$ cat config.mk
export PLATFORM = sky130hd
export DESIGN_NAME = pixel_lane_scheduler
export DESIGN_NICKNAME = d
export VERILOG_FILES = /design/src/rtl/pixel_lane_scheduler.sv
export SDC_FILE = /design/constraint.sdc
export NUM_CORES = 1
export LEC_CHECK = 0
export ABC_AREA = 1
export ABC_CLOCK_PERIOD_IN_PS = 6150
export BUFFER_PORTS_ARGS = -buffer_cell sky130_fd_sc_hd__buf_2
export CAP_MARGIN = 20
export CORE_MARGIN = 2
export CORE_UTILIZATION = 30
export DETAILED_ROUTE_END_ITERATION = 12
export SYNTH_ARGS = -nofsm -noshare
export SYNTH_HDL_FRONTEND = slang
export SYNTH_SLANG_ARGS = --single-unit
$ cat constraint.sdc
create_clock -name out_stream_aclk -period 6.15 [get_ports out_stream_aclk]
set_input_delay 1.23 -clock out_stream_aclk [delete_from_list [all_inputs] [get_ports out_stream_aclk]]
set_output_delay 1.23 -clock out_stream_aclk [all_outputs]
set_load 0.005 [all_outputs]
$ cat src/rtl/pixel_lane_scheduler.sv
// ---------------------------------------------------------------------------
// pixel_lane_scheduler
//
// Purpose:
//   This block hands raster-ordered pixel coordinates to N_LANES depth
//   calculators in round-robin order. It collects each lane's result, which
//   may finish out of order, and drains the results back in strict raster
//   order through a valid/ready output port.
//
//   Each lane is a three-state machine:
//     IDLE -> BUSY  on its start pulse
//     BUSY -> HELD  on lane_done (lane_depth is captured here)
//     HELD -> IDLE  when the output handshake accepts it
//   The issue pointer and the drain pointer both walk the lanes in the same
//   round-robin order. Results therefore leave in the order they were issued.
//
// Optional feature:
//   PIXGEN_FRAME_CNT_EN - when this macro is defined, frame_count counts
//   completed frames. It steps on the handshake of pixel
//   (X_SIZE-1, Y_SIZE-1) and wraps at 16 bits. When the macro is not
//   defined, frame_count is a constant 0.
//
// Ports:
//   out_stream_aclk  in   single clock, rising edge
//   reset            in   asynchronous active-high reset
//   enable           in   permits issue of new pixels
//   lane_start       out  [N_LANES]          one-cycle start pulse per lane
//   lane_x           out  [N_LANES*XW]       latched x, lane i at [i*XW +: XW]
//   lane_y           out  [N_LANES*YW]       latched y, lane i at [i*YW +: YW]
//   lane_done        in   [N_LANES]          one-cycle completion per lane
//   lane_depth       in   [N_LANES*DEPTH_W]  result, valid with lane_done
//   pix_depth        out  [DEPTH_W]          in-order result
//   pix_x, pix_y     out                     coordinates of pix_depth
//   pix_valid        out                     output valid
//   pix_ready        in                      output ready
//   pix_sof          out                     pix_x==0 && pix_y==0
//   pix_eol          out                     pix_x==X_SIZE-1
//   frame_count      out  [16]               completed frames
//   proto_err        out                     sticky: lane_done on a lane
//                                            that was not BUSY
// ---------------------------------------------------------------------------
module pixel_lane_scheduler #(
  parameter int N_LANES = 4,
  parameter int X_SIZE  = 640,
  parameter int Y_SIZE  = 480,
  parameter int DEPTH_W = 8,
  parameter int XW      = 10,
  parameter int YW      = 9
) (
  input  logic                       out_stream_aclk,
  input  logic                       reset,
  input  logic                       enable,
  output logic [N_LANES-1:0]         lane_start,
  output logic [N_LANES*XW-1:0]      lane_x,
  output logic [N_LANES*YW-1:0]      lane_y,
  input  logic [N_LANES-1:0]         lane_done,
  input  logic [N_LANES*DEPTH_W-1:0] lane_depth,
  output logic [DEPTH_W-1:0]         pix_depth,
  output logic [XW-1:0]              pix_x,
  output logic [YW-1:0]              pix_y,
  output logic                       pix_valid,
  input  logic                       pix_ready,
  output logic                       pix_sof,
  output logic                       pix_eol,
  output logic [15:0]                frame_count,
  output logic                       proto_err
);

  localparam int             LW        = (N_LANES > 1) ? $clog2(N_LANES) : 1;
  localparam logic [LW-1:0]  LAST_LANE = LW'(N_LANES - 1);
  localparam logic [XW-1:0]  X_LAST    = XW'(X_SIZE - 1);
  localparam logic [YW-1:0]  Y_LAST    = YW'(Y_SIZE - 1);

  typedef enum logic [1:0] {
    LANE_IDLE = 2'd0,
    LANE_BUSY = 2'd1,
    LANE_HELD = 2'd2
  } lane_state_t;

  // Issue side: pointer plus the next raster coordinate to hand out.
  logic [LW-1:0] iss_lane_reg;
  logic [XW-1:0] iss_x_reg;
  logic [YW-1:0] iss_y_reg;

  // Drain side: pointer plus the raster coordinate expected next.
  logic [LW-1:0] out_lane_reg;
  logic [XW-1:0] out_x_reg;
  logic [YW-1:0] out_y_reg;

  logic          proto_err_reg;

  // Per-lane status, flattened so the pointers can select a lane.
  logic [N_LANES-1:0]         lane_idle;
  logic [N_LANES-1:0]         lane_held;
  logic [N_LANES-1:0]         lane_err;
  logic [N_LANES*DEPTH_W-1:0] depth_flat;

  logic iss_fire;
  logic out_fire;

  // A lane freed by the handshake is still HELD during that cycle. Its idle
  // flag is therefore low, so the lane cannot be reissued before the next
  // cycle.
  assign iss_fire = enable & lane_idle[iss_lane_reg];
  assign out_fire = lane_held[out_lane_reg] & pix_ready;

  // -------------------------------------------------------------------------
  // Lanes
  // -------------------------------------------------------------------------
  genvar gi;
  generate
    for (gi = 0; gi < N_LANES; gi++) begin : g_lane
      lane_state_t         state_reg;
      logic                start_reg;
      logic [XW-1:0]       x_reg;
      logic [YW-1:0]       y_reg;
      logic [DEPTH_W-1:0]  depth_reg;
      logic                start_sel;
      logic                drain_sel;

      assign start_sel = iss_fire && (iss_lane_reg == LW'(gi));
      assign drain_sel = out_fire && (out_lane_reg == LW'(gi));

      always_ff @(posedge out_stream_aclk or posedge reset) begin
        if (reset) begin
          state_reg <= LANE_IDLE;
          start_reg <= 1'b0;
          x_reg     <= '0;
          y_reg     <= '0;
          depth_reg <= '0;
        end else begin
          start_reg <= start_sel;
          case (state_reg)
            LANE_IDLE: begin
              if (start_sel) begin
                state_reg <= LANE_BUSY;
                x_reg     <= iss_x_reg;
                y_reg     <= iss_y_reg;
              end
            end
            LANE_BUSY: begin
              if (lane_done[gi]) begin
                state_reg <= LANE_HELD;
                depth_reg <= lane_depth[gi*DEPTH_W +: DEPTH_W];
              end
            end
            LANE_HELD: begin
              if (drain_sel) begin
                state_reg <= LANE_IDLE;
              end
            end
            default: state_reg <= LANE_IDLE;
          endcase
        end
      end

      assign lane_idle[gi]                        = (state_reg == LANE_IDLE);
      assign lane_held[gi]                        = (state_reg == LANE_HELD);
      // A done pulse outside BUSY is dropped by the FSM above and only
      // flagged here.
      assign lane_err[gi]                         = lane_done[gi] && (state_reg != LANE_BUSY);
      assign lane_start[gi]                       = start_reg;
      assign lane_x[gi*XW +: XW]                  = x_reg;
      assign lane_y[gi*YW +: YW]                  = y_reg;
      assign depth_flat[gi*DEPTH_W +: DEPTH_W]    = depth_reg;
    end
  endgenerate

  // -------------------------------------------------------------------------
  // Issue pointer and raster coordinates
  // -------------------------------------------------------------------------
  always_ff @(posedge out_stream_aclk or posedge reset) begin
    if (reset) begin
      iss_lane_reg <= '0;
      iss_x_reg    <= '0;
      iss_y_reg    <= '0;
    end else if (iss_fire) begin
      iss_lane_reg <= (iss_lane_reg == LAST_LANE) ? '0 : iss_lane_reg + 1'b1;
      if (iss_x_reg == X_LAST) begin
        iss_x_reg <= '0;
        iss_y_reg <= (iss_y_reg == Y_LAST) ? '0 : iss_y_reg + 1'b1;
      end else begin
        iss_x_reg <= iss_x_reg + 1'b1;
      end
    end
  end

  // -------------------------------------------------------------------------
  // Drain pointer and raster coordinates (same walk as issue)
  // -------------------------------------------------------------------------
  always_ff @(posedge out_stream_aclk or posedge reset) begin
    if (reset) begin
      out_lane_reg <= '0;
      out_x_reg    <= '0;
      out_y_reg    <= '0;
    end else if (out_fire) begin
      out_lane_reg <= (out_lane_reg == LAST_LANE) ? '0 : out_lane_reg + 1'b1;
      if (out_x_reg == X_LAST) begin
        out_x_reg <= '0;
        out_y_reg <= (out_y_reg == Y_LAST) ? '0 : out_y_reg + 1'b1;
      end else begin
        out_x_reg <= out_x_reg + 1'b1;
      end
    end
  end

  // -------------------------------------------------------------------------
  // Sticky protocol error
  // -------------------------------------------------------------------------
  always_ff @(posedge out_stream_aclk or posedge reset) begin
    if (reset) begin
      proto_err_reg <= 1'b0;
    end else if (|lane_err) begin
      proto_err_reg <= 1'b1;
    end
  end

  assign proto_err = proto_err_reg;

  // -------------------------------------------------------------------------
  // Frame counter
  // -------------------------------------------------------------------------
`ifdef PIXGEN_FRAME_CNT_EN
  logic [15:0] frame_count_reg;

  always_ff @(posedge out_stream_aclk or posedge reset) begin
    if (reset) begin
      frame_count_reg <= '0;
    end else if (out_fire && (out_x_reg == X_LAST) && (out_y_reg == Y_LAST)) begin
      frame_count_reg <= frame_count_reg + 16'd1;
    end
  end

  assign frame_count = frame_count_reg;
`else
  assign frame_count = '0;
`endif

  // -------------------------------------------------------------------------
  // Output port. Everything below is decoded from held state only, so it
  // stays constant while the output is stalled.
  // -------------------------------------------------------------------------
  assign pix_valid = lane_held[out_lane_reg];
  assign pix_depth = depth_flat[out_lane_reg*DEPTH_W +: DEPTH_W];
  assign pix_x     = out_x_reg;
  assign pix_y     = out_y_reg;
  assign pix_sof   = (out_x_reg == '0) && (out_y_reg == '0);
  assign pix_eol   = (out_x_reg == X_LAST);

endmodule

==> run summary, run 1 <==
status: completed
asr flop ratio synth: 100%
Worst Path Buf+Inv: 2
highest clock rate: 0.284 GHz
Num CTS Buffers: 17
first-pass GRT wire length: 35300 µm
synth warn: 0
setup violators final: 0
Nets: 1111
DRC viols: 0
IO Pins: 167
Yosys cell types: 34
die area: 28200 µm²
Setup crit end kind: primary output
post-cts resize count: 0
register cell area after layout: 4080 µm²
Diodes inserted: 0
WP data required: 4.92 ns
max-slew violations: 0
hold_buf cts: 0
worst-skew pair later-pin latency: 0.42 ns
worst rel slew slack: 29.4%
Worst R2R End: pix_y[2]
CP Max Fanout: 22
CTS sink cnt: 163
Comb power frac: 33.8%
most frequent cells in the layout: nand2_1, dfrtp_1, buf_2
Worst path slowest cell: dfrtp_1
TritonCTS clock tree: done
FF-to-FF Start: out_lane_reg[0]
Row Count: 59
post-route minimum period: 3.52 ns
final setup TNS: 0 ns
layout cells sized above 1: 21.7%
pin count of the biggest net entering global routing: 59
vias: 6711
max_cap viols: 0
register area share after synthesis: 50.6%
FF+latch count, synth: 163
Tot GR Track Use: 15.9%
Post-synth EDFFs: 0
clk slew on worst S/H paths: 0.06 ns
drt initial violations: 480
sequential share of power: 39.9%
worst hold slack: 0.467 ns
clock power share: 26.2%
H-tree Lvls: 4
Mapped Cells: 943
critical path type: reg -> out
pwr dens: 417 nW/µm²
Die Height: 168 µm
P_int: 0.00240 W
Buffers on Ports: 150
Multi-input gate area: 3320 µm²
final hold vios: 0
Least-Margin Pin Slew: 1.06 ns
post-DP HPWL: 15400 µm
skew final: 0.0164 ns
Clock Path Buffers: 2
Cell Area, Synth: 8060 µm²
Psw: 0.00156 W
R2R depth: 9
via density per instance: 4.78
RSZ-0062 raised after global routing: no
post-synth top area cell: dfrtp_1
total gr overflow: 0
vias in the first global route: 6396
slowest stage delay, CP: 0.78 ns
filler cell count: 2725
hold path startpoint: g_lane[0].x_reg[5]
crit-path cells: inv_1 -> o21ai_0 -> o22ai_1 -> buf_2
Die W: 168 µm
Area growth, synth to finish: 17.8%
syn_area_per_cell: 8.54 µm²
final design utilization: 36.2%
post-CTS setup buffer count: 0
Placer Congestion: 0.839
total wire length: 22300 µm
Initial Util: 30.7%
crit path launch type: register
core area: 26200 µm²
Pre-Repair DR Iteration Count: 5
Worst Path Arrival: 2.29 ns
worst hold endpoint: g_lane[0].x_reg[5]
synth top area cells: dfrtp_1, nand2_1, nand4_1
reg2reg setup slack: 3.19 ns
Hold Path Depth: 2
leakage power: 5.16 nW
Synth top area share: 50.6%
initial antenna violation count: 0
Worst VDD drop: 0.000194 V
Switching Fraction: 39.3%
drt wl/cell: 15.9 µm
Routed Antenna Nets: 0
final period utilization: 57.3%
clock root buffer: clkbuf_16
commonest non-fill, non-tap cell in the layout: nand2_1
max reg flops: 40
cell family with most CP delay: flip-flops
Top FF cell, synth: dfrtp_1
Hold Path Class: reg -> reg
==> worst register-to-register path, stage by stage (launching register included) <==
cell,delay (ns)
dfrtp_1,0.78
inv_1,0.51
nand2_1,0.18
nand2_1,0.06
nand2_1,0.08
nand2_1,0.08
nor2_1,0.66
nand2_2,0.32
nand2_1,0.13
nand2_1,0.05
==> through the flow <==
| stage | power (W) | setup slack [ns] | instances | area [µm²] |
|---|---|---|---|---|
| floorplan | 0.00251 | 0.515 | 958 | 8110 |
| global placement | 0.00289 | 3.02 | 1371 | 8880 |
| detailed placement | 0.00294 | 3.05 | 1372 | 8910 |
| CTS | 0.00399 | 2.59 | 1404 | 9470 |
| global route | 0.00424 | 2.39 | 1405 | 9490 |
| finish | 0.00396 | 2.63 | 1405 | 9490 |
==> power by group through the flow <==
| stage | clock network, W | registers [W] | logic, W |
|---|---|---|---|
| 6_report | 0.00104 | 0.00158 | 0.00134 |
| 5_1_grt | 0.00111 | 0.00162 | 0.00151 |
| 4_1_cts | 0.00107 | 0.00158 | 0.00135 |
| 3_5_place_dp | 0 | 0.00160 | 0.00135 |
| 3_3_place_gp | 0 | 0.00160 | 0.00130 |
| 2_1_floorplan | 0 | 0.00150 | 0.00101 |
==> layer usage <==
metal | GRT usage, % | up-vias | part of all wire [%]
met5 | 0 | - | 0
met4 | 4.88 | 0 | 1.3
met3 | 3.17 | 23 | 4.5
met2 | 24.3 | 170 | 45
met1 | 22.6 | 3240 | 49
li1 | - | 3278 | -
==> cells in the mapped netlist, types with 7 or more instances <==
cell type	count
nand2_1	311
dfrtp_1	163
nand4_1	91
inv_1	68
nor2_1	55
o21ai_0	44
nand3_1	33
mux2_2	32
clkbuf_1	27
buf_4	22
buf_2	20
xor2_1	15
ha_1	14
o22ai_1	8
buf_6	7
==> cell type report <==
cell class / count / area share (%)
timing repair buffer: 158 / 8.84
multi-input combinational: 647 / 35.0
clock buffer: 23 / 4.93
inverter: 70 / 2.84
sequential: 163 / 43.0
clock inverter: 9 / 1.03
tap: 335 / 4.42
==> cell families (layout without fill, tap and decap cells) <==
| logic type | after synthesis | in the layout | synth area share, % |
|---|---|---|---|
| other | 1 | 16 | 0.0466 |
| XOR/XNOR | 18 | 18 | 1.96 |
| adder cells (fa/ha/maj) | 14 | 14 | 2.17 |
| buffers and inverters | 148 | 260 | 8.96 |
| multiplexers | 32 | 32 | 4.47 |
| flip-flops | 163 | 163 | 50.6 |
| AND/OR/NAND/NOR | 508 | 508 | 27.8 |
| AO/OA/AOI/OAI | 59 | 59 | 3.93 |
==> worst max path at each step <==
stage | start | endpoint | slack, ns | depth (start not counted)
after floorplan | reset | g_lane[0].depth_reg[0] | 0.52 | 1
after global placement | enable | g_lane[0].y_reg[1] | 3.02 | 6
after detailed placement | out_lane_reg[0] | pix_depth[6] | 3.05 | 4
after CTS | out_lane_reg[0] | pix_depth[6] | 2.59 | 4
after global routing | out_lane_reg[0] | pix_depth[4] | 2.39 | 4
final | out_lane_reg[0] | pix_depth[6] | 2.63 | 4
Power figures use the tool's default switching activity.
==> inputs of run 2 (changes only) <==
--- a/config.mk
+++ b/config.mk
@@ -6,7 +6,7 @@
 export NUM_CORES = 1
 export LEC_CHECK = 0
 export ABC_AREA = 1
-export ABC_CLOCK_PERIOD_IN_PS = 6150
+export ABC_CLOCK_PERIOD_IN_PS = 3000
 export BUFFER_PORTS_ARGS = -buffer_cell sky130_fd_sc_hd__buf_2
 export CAP_MARGIN = 20
 export CORE_MARGIN = 2
==> constraint.sdc (replaced) <==
create_clock -name out_stream_aclk -period 3 [get_ports out_stream_aclk]
set_input_delay 0.6 -clock out_stream_aclk [delete_from_list [all_inputs] [get_ports out_stream_aclk]]
set_output_delay 0.6 -clock out_stream_aclk [all_outputs]
set_load 0.005 [all_outputs]
==> run summary, run 2 (synthesis gave the netlist of run 1 again) <==
Hold Path Class: in -> async
clock root buffer: clkbuf_16
commonest non-fill, non-tap cell in the layout: nand2_1
setup violators final: 0
Worst VDD drop: 0.000336 V
pin count of the biggest net entering global routing: 86
Area growth, synth to finish: 19.3%
status: completed
most frequent cells in the layout: nand2_1, dfrtp_1, buf_2
die area: 28200 µm²
final period utilization: 83.3%
Die Height: 168 µm
post-route cell area: 9610 µm²
DRC viols: 0
clk slew on worst S/H paths: 0.07 ns
layout cells sized above 1: 22.9%
via density per instance: 4.76
Worst path slowest cell: dfrtp_1
Switching Fraction: 39.7%
highest clock rate: 0.400 GHz
Clock Path Buffers: 2
Buffers on Ports: 150
final setup TNS: 0 ns
placed instance area: 9010 µm²
Die W: 168 µm
drt wl/cell: 15.5 µm
Least-Margin Pin Slew: 0.670 ns
Worst Path Buf+Inv: 4
max reg flops: 40
critical path type: reg -> out
CTS sink cnt: 163
hold_buf cts: 0
Nets: 1123
clock power share: 27.1%
worst-skew pair later-pin latency: 0.43 ns
max_cap viols: 0
post-DP HPWL: 15600 µm
core area: 26200 µm²
post-CTS setup buffer count: 0
Num CTS Buffers: 17
post-route minimum period: 2.50 ns
RSZ-0062 raised after global routing: no
TritonCTS clock tree: done
reg2reg setup slack: 0.83 ns
total wire length: 21900 µm
Worst R2R End: g_lane[1].y_reg[4]
FF-to-FF Start: g_lane[2].state_reg[0]
Routed Antenna Nets: 0
slowest stage delay, CP: 0.36 ns
Psw: 0.00327 W
Multi-input gate area: 3320 µm²
vias in the first global route: 6422
leakage power: 5.25 nW
Placer Congestion: 0.842
skew final: 0.0126 ns
initial antenna violation count: 0
pwr dens: 857 nW/µm²
filler cell count: 2696
CP Max Fanout: 22
H-tree Lvls: 4
Tot GR Track Use: 15.9%
power consumption: 0.00824 W
vias: 6739
crit path launch type: register
Row Count: 59
WP data required: 2.40 ns
crit-path cells: buf_4 -> inv_1 -> buf_4 -> o21ai_0 -> o22ai_1 -> buf_2
sequential share of power: 39.0%
register cell area after layout: 4080 µm²
Comb power frac: 33.9%
Diodes inserted: 0
final hold vios: 0
worst rel slew slack: 55.3%
drt initial violations: 503
total gr overflow: 0
R2R depth: 9
Initial Util: 30.7%
first-pass GRT wire length: 35400 µm
Pre-Repair DR Iteration Count: 4
P_int: 0.00497 W
most used cell along the critical path: buf_4
max-slew violations: 0
post-cts resize count: 0
Worst Path Arrival: 1.90 ns
Setup crit end kind: primary output
IO Pins: 167
cell family with most CP delay: buffers and inverters
[run 2: changes by cell type in the layout (fill, tap and decap cells not counted), sizes merged]
cell,previous run,this run
inv,71,76
clkinv,3,5
clkbuf,23,18
buf,158,170
clkinvlp,4,2
[run 2: layer usage]
| metal | GRT usage, % | vias to the layer above | part of all wire, % |
|---|---|---|---|
| met1 | 22.9 | 3246 | 49 |
| li1 | - | 3316 | - |
| met3 | 3.53 | 11 | 4.3 |
| met2 | 24.2 | 166 | 46 |
| met4 | 4.20 | 0 | 0.95 |
| met5 | 0 | - | 0 |
[run 2: cell type report]
class	instances	area share (%)
Inverter	70	2.79
Multi-Input combinational cell	647	34.5
Clock inverter	14	1.69
Clock buffer	18	4.57
Tap cell	335	4.36
Sequential cell	163	42.4
Timing Repair Buffer	170	9.64
[run 2: worst max-delay path by stage]
stage | start | end | slack [ns] | cells after the start
final | out_lane_reg[0] | pix_depth[5] | 0.50 | 6
after global routing | out_lane_reg[0] | pix_depth[5] | 0.33 | 6
after CTS | out_lane_reg[0] | pix_depth[5] | 0.47 | 6
after detailed placement | iss_lane_reg[1] | g_lane[1].x_reg[0] | 0.89 | 7
after global placement | g_lane[2].state_reg[0] | g_lane[1].y_reg[1] | 0.95 | 9
after floorplan | reset | g_lane[0].depth_reg[0] | 0.33 | 1
[run 2: power by group through the flow]
stage / logic (W) / registers, W / clock network [W]
finish: 0.00279 / 0.00321 / 0.00223
global route: 0.00315 / 0.00329 / 0.00239
CTS: 0.00281 / 0.00322 / 0.00229
detailed placement: 0.00280 / 0.00325 / 0
global placement: 0.00274 / 0.00324 / 0
floorplan: 0.00206 / 0.00307 / 0
[run 2: per-stage QoR]
stage / setup WS [ns] / hold slack, ns / utilization [%] / instances
3_3_place_gp: 0.953 / 0.453 / 34.4 / 1385
6_report: 0.500 / 0.111 / 36.7 / 1417
2_1_floorplan: 0.329 / 0.465 / - / 958
4_1_cts: 0.472 / 0.0970 / 36.7 / 1417
5_1_grt: 0.330 / 0.103 / 36.7 / 1417
3_5_place_dp: 0.891 / 0.453 / 34.4 / 1385
[run 2: worst reg2reg max path, stage by stage (launching register included)]
cell and delay, ns:
dfrtp_1 0.42, nor2_1 0.12, buf_4 0.26, nand2_1 0.09, nand3_1 0.07, nand2_1 0.08, nor2_4 0.42, buf_4 0.38
nand4_1 0.18, nand2_1 0.11
==> inputs of run 3 (changes only) <==
--- a/config.mk
+++ b/config.mk
@@ -5,8 +5,8 @@
 export SDC_FILE = /design/constraint.sdc
 export NUM_CORES = 1
 export LEC_CHECK = 0
-export ABC_AREA = 1
-export ABC_CLOCK_PERIOD_IN_PS = 3000
+export ABC_AREA = 0
+export ABC_CLOCK_PERIOD_IN_PS = 2070
 export BUFFER_PORTS_ARGS = -buffer_cell sky130_fd_sc_hd__buf_2
 export CAP_MARGIN = 20
 export CORE_MARGIN = 2
==> constraint.sdc (replaced) <==
create_clock -name out_stream_aclk -period 2.07 [get_ports out_stream_aclk]
set_input_delay 0.414 -clock out_stream_aclk [delete_from_list [all_inputs] [get_ports out_stream_aclk]]
set_output_delay 0.414 -clock out_stream_aclk [all_outputs]
set_load 0.005 [all_outputs]
==> run summary, run 3 <==
status: completed
H-tree Lvls: 4
filler cell count: 2412
setup violators final: 0
most frequent cells in the layout: dfrtp_1, buf_2, mux2_2
Num CTS Buffers: 17
Area growth, synth to finish: 30.5%
critical path type: reg -> out
initial antenna violation count: 1
vias in the first global route: 5031
Mapped Cells: 554
Post-synth EDFFs: 0
R2R depth: 6
TritonCTS clock tree: done
Initial Util: 30.2%
Top FF cell, synth: dfrtp_1
vias: 5055
Cell Count, Final, Fillers Out: 1092
syn_area_per_cell: 13.1 µm²
final period utilization: 98.6%
first-pass GRT wire length: 28400 µm
Yosys cell types: 47
layout cells sized above 1: 52.3%
Routed Antenna Nets: 0
drt initial violations: 264
die area: 25500 µm²
Die Height: 160 µm
count leader, synth: dfrtp_1
worst hold slack: 0.0390 ns
Least-Margin Pin Slew: 0.566 ns
RSZ-0062 raised after global routing: yes
CTS sink cnt: 163
max reg flops: 40
drt wl/cell: 16.8 µm
ranking of synthesized cells by instance count: dfrtp_1, mux2_2, nand2_1
post-DP HPWL: 12700 µm
max_cap viols: 0
Tot GR Track Use: 14.4%
crit path launch type: register
final design utilization: 39.4%
Inst Count DP: 1041
max-slew violations: 0
Synth top area share: 56.0%
Synth Area in Compound Gates: 4.54%
IO Pins: 167
core area: 24100 µm²
fin worst setup slack: 0.0283 ns
total wire length: 18400 µm
WP data required: 1.66 ns
pwr dens: 1180 nW/µm²
Post-Synth XOR/XNOR Area: 1.44%
leakage power: 4.76 nW
CP Max Fanout: 4
via density per instance: 4.63
post-synth top area cell: dfrtp_1
worst rel slew slack: 62.1%
Setup crit end kind: primary output
Die W: 160 µm
total gr overflow: 0
Buffers on Ports: 150
Worst VDD drop: 0.000545 V
Hold Path Class: in -> async
post-route minimum period: 2.04 ns
Post-Synth Simple-Gate Area: 10.5%
Worst Path Arrival: 1.63 ns
asr flop ratio synth: 100%
worst-skew pair later-pin latency: 0.43 ns
Pre-Repair DR Iteration Count: 4
Cell Area, Synth: 7280 µm²
Row Count: 57
Placer Congestion: 0.765
DRC viols: 0
Clock Path Buffers: 2
Setup WS pre-CTS: 0.0296 ns
Nets: 809
commonest non-fill, non-tap cell in the layout: dfrtp_1
Post-Synth Adder-Cell Area: 2.41%
mux contribution to synthesized area: 20.4%
final hold vios: 0
highest clock rate: 0.490 GHz
main combinational cell family by area after synthesis: multiplexers
pin count of the biggest net entering global routing: 44
synth top area cells: dfrtp_1, mux2_2, mux4_2
power consumption: 0.0112 W
FF+latch count, synth: 163
synth warn: 0
skew final: 0.0111 ns
register area share after synthesis: 56.0%
clk slew on worst S/H paths: 0.07 ns
clock root buffer: clkbuf_16
==> run 3: changes by cell type after synthesis, moves of 15 or more <==
cell      before  now
nand2_1      311   40
nand4_1       91    6
mux2_2        32  110
inv_1         68    9
nor2_1        55   12
clkbuf_1      27    7
nand3_1       33   13
o21ai_0       44   28
buf_2         20    5
==> run 3: final cells by class <==
type / count / area (µm²) / share of cell area [%]
antenna: 1 / 2.50 / 0.0263
clock buffer: 17 / 425 / 4.48
clock inverter: 14 / 151 / 1.59
inverter: 12 / 48.8 / 0.513
multi-input combinational: 352 / 3050 / 32.0
sequential: 163 / 4090 / 43.0
tap: 324 / 405 / 4.27
timing repair buffer: 209 / 1340 / 14.1
==> run 3: timing repair <==
action | 4_1_cts | 5_1_grt
gates resized for setup | 15 | 22
gates cloned | 0 | 2
setup endpoints to repair | 8 | 85
hold endpoints to repair | 0 | 0
buffers inserted | 8 | 9
hold buffers | 0 | 0
pin swaps | 1 | 2
==> run 3: layer usage <==
metal	GRT usage (%)	share of wire, %	vias to the layer above
met2	22.1	47	128
met1	20.1	48	2569
li1	-	-	2348
met4	4.05	0.82	0
met5	0	0	-
met3	3.77	4.7	10
==> run 3: critical path, stage by stage (launching register included) <==
cell and delay [ns]:
dfrtp_1 0.40, buf_6 0.15, mux4_2 0.51, buf_2 0.14
==> run 3: worst paths after layout <==
path | startpoint | to | slack [ns]
min in group out_stream_aclk | lane_depth[20] | g_lane[2].depth_reg[4] | 0.22
max in group asynchronous | reset | g_lane[3].y_reg[8] | 1.40
setup reg to reg | iss_lane_reg[0] | g_lane[2].x_reg[7] | 0.05
hold reg to reg | proto_err | proto_err | 0.48
setup / recovery | out_lane_reg[0] | pix_depth[4] | 0.03
hold / removal | reset | g_lane[2].x_reg[2] | 0.04
==> run 3: where the power goes <==
group | internal, W | total, W | switching (W) | leakage [nW]
clock network | 0.00169 | 0.00312 | 0.00142 | 0.269
registers | 0.00393 | 0.00438 | 0.000449 | 2.13
logic | 0.00202 | 0.00374 | 0.00172 | 2.36
==> run 3: stage by stage <==
| stage | instance area (µm²) | TNS [ns] |
|---|---|---|
| 4_1_cts | 9290 | -0.0234 |
| 3_3_place_gp | 8600 | 0 |
| 6_report | 9500 | 0 |
| 5_1_grt | 9500 | -0.459 |
| 2_1_floorplan | 7340 | -67.61 |
| 3_5_place_dp | 8600 | 0 |
==> run 3: cells by family after synthesis <==
kind of cell / Yosys count
AO/OA/AOI/OAI: 53
XOR/XNOR: 12
adder cells (fa/ha/maj): 14
buffers and inverters: 54
flip-flops: 163
multiplexers: 122
other: 1
AND/OR/NAND/NOR: 135
